`src/rtl/scan_sequencer.sv`:
```
// scan_sequencer: steps a 2-bit select code for a 2-to-4 decoder.
// Continuous scanning (RUN) follows the en level; a single 4-step sweep
// (SWEEP) is started by a sweep_start pulse. Step period is div+1 cycles.
//
// Input priority on every edge: rst > load > sweep_start > en.
// All outputs come straight from flops; tick/wrap/done are single-cycle
// pulses that are only raised on an edge where the code actually steps.
// sweep_start and load are pulses: they act on the edge where they are seen
// high and carry no state afterwards (no request/acknowledge handshake).

module scan_sequencer #(
    parameter int DIV_W = 8
) (
    input  logic             clk,
    input  logic             rst,
    input  logic             en,
    input  logic             sweep_start,
    input  logic             dir,
    input  logic [DIV_W-1:0] div,
    input  logic             load,
    input  logic [1:0]       load_val,
    output logic             sel_hi,
    output logic             sel_lo,
    output logic             tick,
    output logic             wrap,
    output logic             done,
    output logic             busy
);

    typedef enum logic [1:0] {
        IDLE  = 2'd0,
        RUN   = 2'd1,
        SWEEP = 2'd2
    } state_t;

    state_t           state;
    state_t           state_n;

    logic [1:0]       code;
    logic [1:0]       code_n;
    logic [DIV_W-1:0] pcnt;
    logic [DIV_W-1:0] pcnt_n;
    logic [1:0]       step_cnt;
    logic [1:0]       step_cnt_n;
    logic             tick_n;
    logic             wrap_n;
    logic             done_n;

    // Step decision helpers. div is compared live, so lowering div below
    // the running prescaler count forces a step on the very next edge.
    logic             step_due;
    logic [1:0]       code_step;
    logic             wrap_hit;

    // Prescaler terminal test and the code the next step would present
    always_comb begin
        step_due  = (pcnt >= div);
        code_step = dir ? (code - 2'd1) : (code + 2'd1);
        wrap_hit  = dir ? (code_step == 2'd3) : (code_step == 2'd0);
    end

    // Next-state and next-datapath logic; every target defaults to hold/idle
    always_comb begin
        state_n    = state;
        code_n     = code;
        pcnt_n     = pcnt;
        step_cnt_n = step_cnt;
        tick_n     = 1'b0;
        wrap_n     = 1'b0;
        done_n     = 1'b0;

        if (load) begin
            // Load overrides stepping and start requests but keeps the state.
            // Inside a sweep it restarts the 4-step count from the new code.
            code_n = load_val;
            pcnt_n = '0;
            if (state == SWEEP) begin
                step_cnt_n = 2'd0;
            end
        end else begin
            unique case (state)
                IDLE: begin
                    if (sweep_start) begin
                        state_n    = SWEEP;
                        pcnt_n     = '0;
                        step_cnt_n = 2'd0;
                    end else if (en) begin
                        state_n = RUN;
                        pcnt_n  = '0;
                    end
                end

                RUN: begin
                    if (sweep_start) begin
                        state_n    = SWEEP;
                        pcnt_n     = '0;
                        step_cnt_n = 2'd0;
                    end else if (!en) begin
                        // Code is held so the decoder output stays static
                        state_n = IDLE;
                        pcnt_n  = '0;
                    end else if (step_due) begin
                        code_n = code_step;
                        pcnt_n = '0;
                        tick_n = 1'b1;
                        wrap_n = wrap_hit;
                    end else begin
                        pcnt_n = pcnt + 1'b1;
                    end
                end

                SWEEP: begin
                    // en and repeated sweep_start are ignored until the
                    // fourth step returns the code to its starting value.
                    if (step_due) begin
                        code_n     = code_step;
                        pcnt_n     = '0;
                        tick_n     = 1'b1;
                        wrap_n     = wrap_hit;
                        step_cnt_n = step_cnt + 2'd1;
                        if (step_cnt == 2'd3) begin
                            done_n  = 1'b1;
                            state_n = IDLE;
                        end
                    end else begin
                        pcnt_n = pcnt + 1'b1;
                    end
                end

                default: begin
                    state_n = IDLE;
                    pcnt_n  = '0;
                end
            endcase
        end
    end

    // FSM state register
    always_ff @(posedge clk) begin
        if (rst) begin
            state <= IDLE;
        end else begin
            state <= state_n;
        end
    end

    // Datapath and registered outputs; reset discards any pending step
    always_ff @(posedge clk) begin
        if (rst) begin
            code     <= 2'd0;
            pcnt     <= '0;
            step_cnt <= 2'd0;
            tick     <= 1'b0;
            wrap     <= 1'b0;
            done     <= 1'b0;
            busy     <= 1'b0;
        end else begin
            code     <= code_n;
            pcnt     <= pcnt_n;
            step_cnt <= step_cnt_n;
            tick     <= tick_n;
            wrap     <= wrap_n;
            done     <= done_n;
            busy     <= (state_n != IDLE);
        end
    end

    // Code bits map directly onto the decoder inputs (i0 = MSB, i1 = LSB)
    always_comb begin
        sel_hi = code[1];
        sel_lo = code[0];
    end

endmodule
```
`config.mk`:
```
export PLATFORM = sky130hd
export DESIGN_NAME = scan_sequencer
export DESIGN_NICKNAME = d
export VERILOG_FILES = /design/src/rtl/scan_sequencer.sv
export SDC_FILE = /design/constraint.sdc
export NUM_CORES = 1
export LEC_CHECK = 0
export CAP_MARGIN = 0
export CORE_MARGIN = 10
export CORE_UTILIZATION = 51
export CTS_CLUSTER_DIAMETER = 150
export DETAILED_ROUTE_END_ITERATION = 16
export GPL_TIMING_DRIVEN = 1
export HOLD_SLACK_MARGIN = 0.02
export PLACE_DENSITY = 0.8
export SETUP_SLACK_MARGIN = 0.05
export SLEW_MARGIN = 20
export SYNTH_ARGS = -nofsm -noshare
export SYNTH_HDL_FRONTEND = slang
export SYNTH_SLANG_ARGS = --single-unit
```
`constraint.sdc`:
```
create_clock -name clk -period 2.5 [get_ports clk]
set_input_delay 0.5 -clock clk [delete_from_list [all_inputs] [get_ports clk]]
set_output_delay 0.5 -clock clk [all_outputs]
set_load 0.01 [all_outputs]
```
==> reports/results.txt <==
vias in the first global route = 1,052
kind of critical path = in2reg
die width = 68.3 um
number of synthesized flops with an enable pin = 0
antenna viol nets, final = 0
final core occ = 67.6%
# H-tree levels = 1
Diodes inserted = 0
part of the power in registers = 51.0%
GRT Util Overall = 12.2%
Filler Cell Count = 197
most frequent cell after synthesis = dfxtp_1
Worst Path Required = 2720 ps
cts repair resizes = 0
ys flop type = dfxtp_1
worst slew pin tran = 479 ps
die height = 68.3 um
fin crit period = 2300 ps
WL/cell = 13.5 um
vias after detailed routing = 1,050
final WL = 2.62 mm
Net Switching = 145 uW
CTS Buffer Depth = 2
clock network power share = 28.9%
Max Clock Freq = 434 MHz
Synth area leader = dfxtp_1
gpl congestion = 0.815
post-place instance area = 1460 um^2
number of remaining DRC errors = 0
setup_tns = 0 ps
crit path launch type = input pin
share of cells above drive strength 1 = 8.48%
first-pass GRT wire length = 4.44 mm
max-slew violation count = 0
Final setup viols = 0
DR iter-0 viols = 46
Max IR drop VDD = 372 uV
die area = 4660 um^2
pwr dens = 393 nW/um^2
clock net sink count = 18
Avg Vias per Cell = 5.44
CTS buffer count = 3
crit path max fanout = 5
worst-skew pair later-pin latency = 290 ps
async set-or-reset flop fraction in the synthesized netlist = 0%
FP Rows = 17
post-route cell area = 1500 um^2
CORE AREA = 2210 um^2
PortBufs = 21
largest net degree at the start of global routing = 12
Net Sw Frac = 24.7%
antenna violations before repair = 0
hold-fix buffers at CTS = 0
CTS tree = done
Worst Path Arrival = 2520 ps
Top-Level Pins = 22
min-delay worst type = reg2reg
DP HPWL = 2.22 mm
root buf cell = clkbuf_4
syn nets = 170
NumNets Final = 198
number of setup buffers added after CTS = 0
post-synth top area share = 30.3%
library cells used by synthesis = 41
Layout area overhead = 25.9%
Avg Cell Area, Syn = 8.60 um^2
Tcrit/Tclk final = 92.1%
Area contributors post-synth = dfxtp_1 30%, ha_1 17%, inv_1 5.4%
clk slew on worst S/H paths = 90 ps
Max Cap Viol = 0
top post-synthesis cells by count = 18 x dfxtp_1, 17 x inv_1, 16 x ha_1
internal power = 443 uW
Synth warnings = 0
Crit. End Element = flip-flop
Max-slew headroom = 67.8%
synthesized area = 1190 um^2
global route overflow = 0
clk_skew = 6.54 ps
TritonRoute pass-1 iters = 5
Final Hold Fails = 0
register area share after synthesis = 30.3%
Initial Util = 53.7%
status = completed
Logic pwr share = 20.1%
RSZ-0062 raised after global routing = false
Syn Inst Count = 138
register bit count reported by yosys = 18
Leak = 0.000605 uW
[state kept, by name (all words and copies together), names as in the netlist]
signal	flops
busy	1
code	2
done	1
pcnt	8
state	2
step_cnt	2
tick	1
wrap	1
[per-layer routing]
metal | global-route usage, % | share of wire (%) | vias to the layer above
li1 | - | - | 545
met5 | 0 | 0 | -
met4 | 4.02 | 1.1 | 0
met1 | 12.7 | 43 | 479
met3 | 4.57 | 5.9 | 5
met2 | 22.2 | 50 | 21
[placed cells by master (no fill, tap or decap), types with 3 or more instances in the layout]
cell / instances
clkbuf_4: 3
nand2b_1: 3
nand3_1: 3
inv_1: 17
o21ai_0: 9
ha_1: 16
buf_4: 5
dfxtp_1: 18
nor2_1: 12
xor2_1: 4
a21oi_1: 7
nand2_1: 5
clkdlybuf4s50_1: 21
[per-stage QoR]
stage | hold WS, ps | setup slack, ps | total power, uW | cells
finish | 499 | 199 | 588 | 193
global route | 519 | 92.2 | 623 | 193
CTS | 500 | 208 | 593 | 193
detailed placement | 485 | -92.9 | 425 | 189
global placement | 471 | 14.1 | 419 | 189
floorplan | 462 | 520 | 372 | 138
[kinds of logic (layout without fill, tap and decap cells)]
family	count (synthesis)	in the layout	share of synthesized area [%]
AND/OR/NAND/NOR	41	41	19.3
AO/OA/AOI/OAI	35	35	21.1
buffers and inverters	20	47	6.32
flip-flops	18	18	30.3
adder cells (fa/ha/maj)	16	16	16.9
XOR/XNOR	6	6	4.43
multiplexers	2	2	1.69
[cell type report]
class	instances	area [um^2]	share of cell area, %
tap	28	35.0	2.34
inverter	17	63.8	4.27
sequential	18	360	24.1
multi-input combinational	100	752	50.3
timing repair buffer	26	248	16.6
clock buffer	4	36.3	2.43
[power by group through the flow]
| stage | Combinational (uW) | Clock [uW] | Sequential [uW] |
|---|---|---|---|
| after CTS | 119 | 175 | 300 |
| after floorplan | 65.1 | 0 | 307 |
| after global placement | 113 | 0 | 306 |
| after global routing | 133 | 189 | 301 |
| after detailed placement | 118 | 0 | 306 |
| final | 118 | 170 | 300 |
[worst paths after layout]
kind	start	to	slack (ps)	cells past startpoint
max	div[0]	pcnt[7]	200	7
min	step_cnt[0]	step_cnt[0]	500	2
max reg2reg	pcnt[0]	pcnt[7]	370	7
min reg2reg	step_cnt[0]	step_cnt[0]	500	2
[critical path: stages]
cell	delay, ps
clkdlybuf4s50_1	400
ha_1	280
nand2b_1	160
a2111o_1	500
a211oi_2	380
nor2_1	170
nor2_1	130
Note: power is estimated with default switching activity, not from simulation.
